<file path="src/rtl/evg_hw_trigger_arbiter.sv">
// Hardware trigger front end: per-channel sync/debounce/edge detect feeding a
// single-beat event arbiter (fixed or round-robin) onto a valid/ready stream.

module evg_hw_trigger_channel #(
  parameter int EVENTCODE_WIDTH = 8,
  parameter int DEBOUNCE_WIDTH  = 8
) (
  input  logic                       evgTxClk,
  input  logic                       evgTxReset,
  input  logic                       trigA,
  input  logic                       cfgWe,
  input  logic [EVENTCODE_WIDTH+2:0] cfgData,
  input  logic [DEBOUNCE_WIDTH-1:0]  debounceLimit,
  input  logic                       grant,
  input  logic                       overrunClear,
  output logic                       pending,
  output logic [EVENTCODE_WIDTH-1:0] code,
  output logic                       overrun
);
  typedef struct packed {
    logic                       enable;
    logic [1:0]                 edgeSel;
    logic [EVENTCODE_WIDTH-1:0] code;
  } cfg_t;

  cfg_t                      cfgQ, cfgIn;
  logic [1:0]                syncQ;
  logic                      lvlQ, armedQ;
  logic [DEBOUNCE_WIDTH-1:0] cntQ;
  logic [DEBOUNCE_WIDTH:0]   limEff, cntInc;
  logic                      accept, edgeMatch, edgeHit, cfgKill;

  assign cfgIn     = cfg_t'(cfgData);
  assign limEff    = (debounceLimit == '0) ? (DEBOUNCE_WIDTH+1)'(1) : {1'b0, debounceLimit};
  assign cntInc    = {1'b0, cntQ} + (DEBOUNCE_WIDTH+1)'(1);
  // Accept on the cycle the counter would reach the limit, so a clean step
  // lands 2 + limit cycles after the pin moves.
  assign accept    = (syncQ[1] != lvlQ) && (cntInc >= limEff);
  assign edgeMatch = cfgQ.edgeSel[1] || (cfgQ.edgeSel[0] == syncQ[1]);
  assign edgeHit   = accept && !armedQ && edgeMatch && cfgQ.enable && (cfgQ.code != '0);
  assign cfgKill   = cfgWe && (!cfgIn.enable || (cfgIn.code == '0));
  assign code      = cfgQ.code;

  always_ff @(posedge evgTxClk) begin
    if (evgTxReset) begin
      syncQ   <= '0;
      lvlQ    <= 1'b0;
      armedQ  <= 1'b1;
      cntQ    <= '0;
      cfgQ    <= '0;
      pending <= 1'b0;
      overrun <= 1'b0;
    end else begin
      syncQ <= {syncQ[0], trigA};
      if (accept) begin
        lvlQ   <= syncQ[1];
        armedQ <= 1'b0;
        cntQ   <= '0;
      end else if (syncQ[1] == lvlQ) begin
        cntQ <= '0;
      end else begin
        cntQ <= cntInc[DEBOUNCE_WIDTH-1:0];
      end
      if (cfgWe) cfgQ <= cfgIn;
      // A new edge outranks the grant clearing it: the request is re-armed.
      if (cfgKill)      pending <= 1'b0;
      else if (edgeHit) pending <= 1'b1;
      else if (grant)   pending <= 1'b0;
      if (edgeHit && pending && !grant) overrun <= 1'b1;
      else if (overrunClear)            overrun <= 1'b0;
    end
  end
endmodule

module evg_hw_trigger_arbiter #(
  parameter int CHANNEL_COUNT   = 8,
  parameter int EVENTCODE_WIDTH = 8,
  parameter int DEBOUNCE_WIDTH  = 8,
  localparam int AW = (CHANNEL_COUNT > 1) ? $clog2(CHANNEL_COUNT) : 1
) (
  input  logic                       evgTxClk,
  input  logic                       evgTxReset,
  input  logic [CHANNEL_COUNT-1:0]   hwTriggers_a,
  input  logic                       cfgStrobe,
  input  logic [AW-1:0]              cfgAddr,
  input  logic [EVENTCODE_WIDTH+2:0] cfgData,
  output logic [EVENTCODE_WIDTH+2:0] cfgRbk,
  input  logic [DEBOUNCE_WIDTH-1:0]  debounceLimit,
  input  logic                       arbMode,
  input  logic [CHANNEL_COUNT-1:0]   overrunClear,
  output logic [CHANNEL_COUNT-1:0]   overrun,
  output logic [EVENTCODE_WIDTH-1:0] evgHardwareEventTDATA,
  output logic                       evgHardwareEventTVALID,
  input  logic                       evgHardwareEventTREADY
);
  logic [CHANNEL_COUNT-1:0]                      pend, grantOh, cfgWe;
  logic [CHANNEL_COUNT-1:0][EVENTCODE_WIDTH-1:0] codes;
  logic [AW-1:0]                                 lastGrant, grantIdx;
  logic                                          addrOk, doGrant, rrFound;
  int                                            rrIdx;

  assign addrOk  = 32'(cfgAddr) < CHANNEL_COUNT;
  assign doGrant = !evgHardwareEventTVALID && (|pend);
  assign grantOh = doGrant ? (CHANNEL_COUNT'(1) << grantIdx) : '0;

  for (genvar g = 0; g < CHANNEL_COUNT; g++) begin : gCh
    assign cfgWe[g] = cfgStrobe && addrOk && (cfgAddr == AW'(g));
    evg_hw_trigger_channel #(
      .EVENTCODE_WIDTH(EVENTCODE_WIDTH),
      .DEBOUNCE_WIDTH (DEBOUNCE_WIDTH)
    ) uCh (
      .evgTxClk     (evgTxClk),
      .evgTxReset   (evgTxReset),
      .trigA        (hwTriggers_a[g]),
      .cfgWe        (cfgWe[g]),
      .cfgData      (cfgData),
      .debounceLimit(debounceLimit),
      .grant        (grantOh[g]),
      .overrunClear (overrunClear[g]),
      .pending      (pend[g]),
      .code         (codes[g]),
      .overrun      (overrun[g])
    );
  end

  // Fixed: last hit in an ascending scan is the highest index.
  // Round-robin: first hit scanning upward from lastGrant+1 with wrap.
  always_comb begin
    grantIdx = '0;
    rrFound  = 1'b0;
    rrIdx    = 0;
    if (!arbMode) begin
      for (int i = 0; i < CHANNEL_COUNT; i++)
        if (pend[i]) grantIdx = AW'(i);
    end else begin
      for (int i = 0; i < CHANNEL_COUNT; i++) begin
        rrIdx = (int'(lastGrant) + 1 + i) % CHANNEL_COUNT;
        if (!rrFound && pend[rrIdx]) begin
          grantIdx = AW'(rrIdx);
          rrFound  = 1'b1;
        end
      end
    end
  end

  always_ff @(posedge evgTxClk) begin
    if (evgTxReset) begin
      evgHardwareEventTVALID <= 1'b0;
      evgHardwareEventTDATA  <= '0;
      lastGrant              <= AW'(CHANNEL_COUNT - 1);
      cfgRbk                 <= '0;
    end else begin
      if (evgHardwareEventTVALID) begin
        if (evgHardwareEventTREADY) evgHardwareEventTVALID <= 1'b0;
      end else if (doGrant) begin
        evgHardwareEventTVALID <= 1'b1;
        evgHardwareEventTDATA  <= codes[grantIdx];
        lastGrant              <= grantIdx;
      end
      // Config only changes on a strobe, so the written word is the readback.
      if (cfgStrobe) cfgRbk <= addrOk ? cfgData : '0;
    end
  end
endmodule

</file>
<file path="config.mk">
export PLATFORM = sky130hd
export DESIGN_NAME = evg_hw_trigger_arbiter
export DESIGN_NICKNAME = d
export VERILOG_FILES = /design/src/rtl/evg_hw_trigger_arbiter.sv
export SDC_FILE = /design/constraint.sdc
export NUM_CORES = 1
export LEC_CHECK = 0
export BUFFER_PORTS_ARGS = -buffer_cell sky130_fd_sc_hd__buf_4
export CAP_MARGIN = 15
export CORE_UTILIZATION = 55
export DETAILED_ROUTE_END_ITERATION = 12
export PLACE_DENSITY = 0.71
export SETUP_SLACK_MARGIN = 0.1
export SLEW_MARGIN = 10
export SYNTH_ARGS = -nofsm -noshare
export SYNTH_HDL_FRONTEND = slang
export SYNTH_HIERARCHICAL = 1
export SYNTH_SLANG_ARGS = --single-unit
</file>
<file path="constraint.sdc">
create_clock -name evgTxClk -period 7.9 [get_ports evgTxClk]
set_clock_uncertainty 0.15 [all_clocks]
set_input_delay 1.185 -clock evgTxClk [delete_from_list [all_inputs] [get_ports evgTxClk]]
set_output_delay 1.185 -clock evgTxClk [all_outputs]
set_load 0.02 [all_outputs]
</file>
* Word level (Yosys, flattened, before mapping)
Index checks and enable logic that the tools add are counted.
Widths: inputs -> output; s select.
** Storage, ports and cells
- Flip-flop bits (word level) :: 223
- Input port bits :: 43
- Output and inout bits :: 28
- Word-level logic and storage cells :: 410
** Operators by class
- $add $sub $neg :: 16
- Order comparisons :: 17
- Equality and inequality tests :: 31
- Shift-type cells :: 1
- Mux-type cells :: 93
- Bitwise operators :: 9
- Reduce and logical (&&, ||, !) cells :: 167
** Operators with widths (number)
- $logic_and 1x1->1 :: 80
- $add 8x1->9 const B :: 8
- $mux 1 :: 66
- $reduce_bool 8->1 :: 8
- $reduce_or 3->1 :: 16
- $ge 9x9->1 :: 5
- $lt 4x5->1 const B :: 8
- $mux 3 :: 13
- $reduce_bool 2->1 :: 16
- $ge 9x8->1 :: 3
- $logic_not 1->1 :: 25
- $bmux 1 s3 :: 8
- $bmux 8 s3 :: 1
- $mux 8 :: 3
- $eq 1x1->1 :: 16
- $logic_not 8->1 :: 2
- $reduce_or 2->1 :: 8
- $add 3x3->3 const B :: 4
- $eq 3x3->1 const B :: 4
- $logic_or 1x1->1 :: 9
- $and 1x1->1 const A :: 8
- $ne 1x1->1 :: 8
- $reduce_or 8->1 :: 1
- $shl 1x3->8 const A :: 1
- 9 further kinds :: 13

* Logic depth before layout (Yosys ltp)
- Word-level depth :: 41
- Depth in mapped cells :: 17
- Mapped depth without buffers :: 13

* Cells and area by module
The synthesis kept the hierarchy.
** Modules (own cells, without submodules)
- evg_hw_trigger_channel (gCh[0].uCh ...) :: instances 7, cells an instance 137, area each 1302.5 sq um, seq. area each 500.5 sq um
- evg_hw_trigger_arbiter :: instances 1, cells an instance 331, area each 2781.4 sq um, seq. area each 460.4 sq um
- evg_hw_trigger_channel (gCh[7].uCh) :: instances 1, cells an instance 139, area each 1290.0 sq um, seq. area each 500.5 sq um

* Worst setup path before layout
No wires, ideal clock.
- Kind :: flip-flop to flip-flop
- Start point :: register lastGrant[0]
- End point :: register gCh[2].uCh.pending
- Library setup time :: 0.115 ns
- Arrival time :: 3.518 ns
- Data required time :: 7.635 ns
- Setup slack :: 4.118 ns
- Cell stages (with the launch flop) :: 18
- Path buffers :: 4
- Clock period less this slack :: 3.782 ns
- Cell sequence :: dfxtp_1 buf_6 clkinv_1 ha_1 buf_4 buf_6 mux2i_1 mux4_1 o21ai_1 nand4_1 a31oi_1 nand3_4 buf_6 nand2_1 nor3_1 nor2b_1 inv_1 a2111oi_0
** Between the ends
- Word-level cells in the longest chain between the ends :: 37
- Elaborated cells between the ends (all ways) :: 72
- Classes of those cells :: 8 x add/sub; 1 x shift; 48 x mux; 15 x reduce/logical
** Ends and longest elaborated chain
- from (decl) :: RTL line 98 : logic [AW-1:0] lastGrant, grantIdx;
- from (signal assigned) :: RTL line 150 : lastGrant <= AW'(CHANNEL_COUNT - 1);
- from (signal assigned) :: RTL line 158 : lastGrant <= grantIdx;
- $add 3x1->3 (*) :: RTL line 137 : rrIdx = (int'(lastGrant) + 1 + i) % CHANNEL_COUNT;
- branches (longest 31 deep; another with $add 3x1->3)
- $mux 3 (*) :: RTL line 138 : if (!rrFound && pend[rrIdx]) begin
- $mux 3 (*) :: RTL line 132 : if (!arbMode) begin
- $shl 1x3->8 (*) :: RTL line 104 : assign grantOh = doGrant ? (CHANNEL_COUNT'(1) << grantIdx) : '0;
- $mux 8 (*) :: RTL line 104
- net grantOh[2] :: RTL line 96 : logic [CHANNEL_COUNT-1:0] pend, grantOh, cfgWe;
- $reduce_bool 2->1 (no line) (*)
- to (signal assigned) :: RTL line 66 : if (cfgKill) pending <= 1'b0;
- to (signal assigned) :: RTL line 67 : else if (edgeHit) pending <= 1'b1;
- to (signal assigned) :: RTL line 68 : else if (grant) pending <= 1'b0;
- to (decl) :: RTL line 16 : output logic pending,
Mark *: on every way through the listed nets, which the timed path passes. The select of a mux whose other input is x is not followed.
A chain may end at the register's enable or synchronous reset.

* Worst setup path in the final report
- Start point :: register lastGrant[0]
- End point :: register gCh[6].uCh.pending
** Between the ends
- Word-level cells in the longest chain between the ends :: 37
- Elaborated cells between the ends (all ways) :: 72
- Classes of those cells :: 8 x add/sub; 1 x shift; 48 x mux; 15 x reduce/logical
** Ends and longest elaborated chain (RTL line)
- $add 3x1->3 (*) :: 137
- branches (longest 31 deep; another with $add 3x1->3)
- $mux 3 (*) :: 138
- $mux 3 (*) :: 132
- $shl 1x3->8 (*) :: 104
- $mux 8 (*) :: 104
- net grantOh[6] :: 96
- $reduce_bool 2->1 (no line) (*)
- to (signal assigned) :: 66
- to (signal assigned) :: 67
- to (signal assigned) :: 68
- to (decl) :: 16
Marks and branches as above.

==> flow_summary_export.csv <==
group,metric,value,unit
clock_tree,clkSinkCount,223,
clock_tree,post-cts-setup-buffer-count,0,
finish,final_util,0.609,
worst_setup_path,cp.required,8.13,ns
timing,finalMaxSlewViolations,0,
routing,vias_per_cell,5.76,
routing,num_vias,10100,
synthesis,synth_edf_count,0,
routing,ant_nets,0,
worst_setup_path,startpoint_type,"flip-flop",
worst_setup_path,cp.arrival,5.87,ns
global_routing,grt_pass1_vias,9820,
placement,placed_cell_area,13400,um2
die,start_util,0.562,
clock_tree,cts_resized,0,
status,status,"completed",
finish,fin_cells,1758,
placement,dp.cells,1713,
routing,post_drt_wl_per_cell,17.8,um
clock_tree,root_buffer,"clkbuf_16",
routing,drt-total-wl,31300,um
finish,syn2layout_area_growth,8.42,%
die,chipWidth,157,um
finish,final_cell_mix,"dfxtp_1 (223), nor2_1 (156), mux2i_1 (134)",
timing,fin_tns_setup,0,ns
pwr,power.density,177,nW/um2
synthesis,avgSynthCellArea,9.23,um2
routing,first_pass_iters,5,
synthesis,synth_flop_cell,"dfxtp_1",
worst_setup_path,r2r_slack,2.26,ns
timing,hold_viol,0,
clock_tree,cts_hold_buf,0,
synthesis,yosysSeqAreaShare,0.338,
global_routing,top_usage_layer,"met2",
synthesis,synth_nets,1546,
finish,antenna_cells,0,
synthesis,synth_compound_area_frac,0.123,
worst_setup_path,crit_path_start,"lastGrant[0]",
worst_setup_path,timing.rr.start,"lastGrant[0]",
routing,drt_iter0_drc,629,
timing,fin_crit,5.64,ns
synthesis,synthMuxAreaShare,0.127,
finish,drive_gt1_frac,0.124,
finish,stdcell_area,14300,um2
worst_setup_path,r2r_cells,13,
placement,portBuffers,70,
global_routing,grt_use_met2,0.427,
die,rows,56,
global_routing,met3_usage,0.0415,
finish,nets,1540,
synthesis,synth_area,13200,um2
placement,routabilityCongestion,0.915,
timing,worstMarginPinSlew,0.967,ns
timing,relSlewSlack,0.355,
timing,finalCritPeriodShare,0.714,
run,cap_viol_max_count,0,
finish,mostFrequentLayoutCell,"dfxtp_1",
min_path,holdCritPathClass,"reg -> reg",
synthesis,synthArstFlopShare,0,
pwr,p_leak,6.19,nW
worst_setup_path,crit_end,"gCh[6].uCh/pending",
die,fp.dieH,157,um
global_routing,grt_overflow_total,0,
synthesis,synthCells,1429,
clock_tree,clk_pin_slew,0.06,ns
worst_setup_path,crit_fanout,25,
synthesis,synthTopCellsByArea,"dfxtp_1 (34%), mux2i_1 (10%), ha_1 (7.0%)",
synthesis,synth_adder_area_share,0.0702,
clock_tree,cts_made_buffers,25,
pwr,ir_drop,0.164,mV
synthesis,yosysWarnings,6,
placement,hpwl,21900,um
global_routing,grt_start_max_net_pins,173,
timing,rsz0062_at_grt,"no",
routing,drc,0,
die,ios,71,
synthesis,synth_top_area_frac,0.338,
global_routing,antenna_found_initial,0,
global_routing,grtUsageTotal,0.258,
synthesis,synthSimpleGateAreaFrac,0.210,
worst_setup_path,r2r-end,"gCh[6].uCh/pending",
synthesis,synth_area_leader_cell,"dfxtp_1",
die,core_area,23500,um2
clock_tree,insertion_delay,0.52,ns
synthesis,ys_seq_elements,223,
global_routing,grt_util_met1,0.341,
worst_setup_path,crit_type,"reg -> reg",
timing,finalSetupViolations,0,
min_path,hold_depth,1,
worst_setup_path,end_kind,"flip-flop",
timing,max_freq,177,MHz
clock_tree,htree_levels,1,
clock_tree,cts_tree,"built",
synthesis,synth_top_family_by_area,"simple AND/OR/NAND/NOR gates",
die,die-area,24600,um2
global_routing,grt_first_pass_wirelength,50600,um
synthesis,synth.distinct_cells,77,
synthesis,synthXorXnorAreaFrac,0.0479,
clock_tree,cts_max_path_buffers,3,
==> kinds of logic after synthesis <==
group,Yosys count
and+or+nand+nor,517
muxes,150
buffers and inverters,204
xor gates and xnor gates,69
adders and majority gates,74
AOI/OAI and AO/OA,192
DFF,223
==> metrics by stage <==
stage | power [mW] | hold slack [ns] | setup WS [ns]
6_report | 2.53 | 0.290 | 2.26
5_1_grt | 2.62 | 0.301 | 1.84
4_1_cts | 2.54 | 0.295 | 2.34
3_5_place_dp | 1.37 | 0.279 | 2.33
3_3_place_gp | 1.36 | 0.268 | 2.48
2_1_floorplan | 1.30 | 0.264 | 4.12
==> flip-flops by register name (all words and copies together), names as in the netlist <==
signal and flops:
gCh.uCh/cntQ 64, gCh.uCh/code 64, gCh.uCh/cfgQ 24, gCh.uCh/syncQ 16
cfgRbk 11, evgHardwareEventTDATA 8, gCh.uCh/armedQ 8, gCh.uCh/lvlQ 8
gCh.uCh/overrun 8, gCh.uCh/pending 8, lastGrant 3, evgHardwareEventTVALID 1
==> metal layers <==
layer  vias to the layer above  routed length [um]
met1                      4826               14400
li1                       4987                   -
met4                         0                 872
met5                         -                   0
met2                       252               14400
met3                        60                1660
==> area by class of cell <==
cell class                 count  area, um2
sequential                   223       4460
clock inverter                10        133
inverter                      92        345
multi-input combinational   1002       7640
fill                        2037       9170
tap                          319        399
timing repair buffer          79        609
clock buffer                  33        706
==> report_power, final <==
| group | leakage [nW] | switching [mW] | internal, mW |
|---|---|---|---|
| registers | 1.81 | 0.0130 | 1.14 |
| logic | 3.97 | 0.116 | 0.0712 |
| clock network | 0.418 | 0.461 | 0.722 |
| total | 6.19 | 0.590 | 1.94 |
==> synthesized netlist by cell type (all sizes together), types with 34 or more instances <==
cell,number
nor2,159
ha,74
nor2b,75
nand2,57
nand3,46
a21oi,35
buf,88
nor4,52
and3,36
dfxtp,223
mux2i,135
o21ai,44
xor2,34
inv,91
==> worst max-delay path: stages (launching register included) <==
cell	delay, ns
dfxtp_1	0.86
clkinv_1	0.42
ha_1	1.06
mux4_2	0.48
nor4_1	0.08
or4_4	0.63
a31o_1	0.25
o2111ai_2	0.12
nand3_4	0.35
nand2_1	0.31
nor3_1	0.09
nor2b_1	0.21
inv_1	0.06
a2111oi_0	0.43
==> worst min-delay path by stage <==
stage / from / endpoint / slack [ns]
finish: gCh[4].uCh/syncQ[0] / gCh[4].uCh/syncQ[1] / 0.29
global route: gCh[3].uCh/syncQ[0] / gCh[3].uCh/syncQ[1] / 0.30
CTS: gCh[4].uCh/syncQ[0] / gCh[4].uCh/syncQ[1] / 0.29
detailed placement: gCh[4].uCh/syncQ[0] / gCh[4].uCh/syncQ[1] / 0.28
global placement: gCh[2].uCh/syncQ[0] / gCh[2].uCh/syncQ[1] / 0.27
floorplan: gCh[0].uCh/syncQ[0] / gCh[0].uCh/syncQ[1] / 0.26
Power figures use the tool's default switching activity.
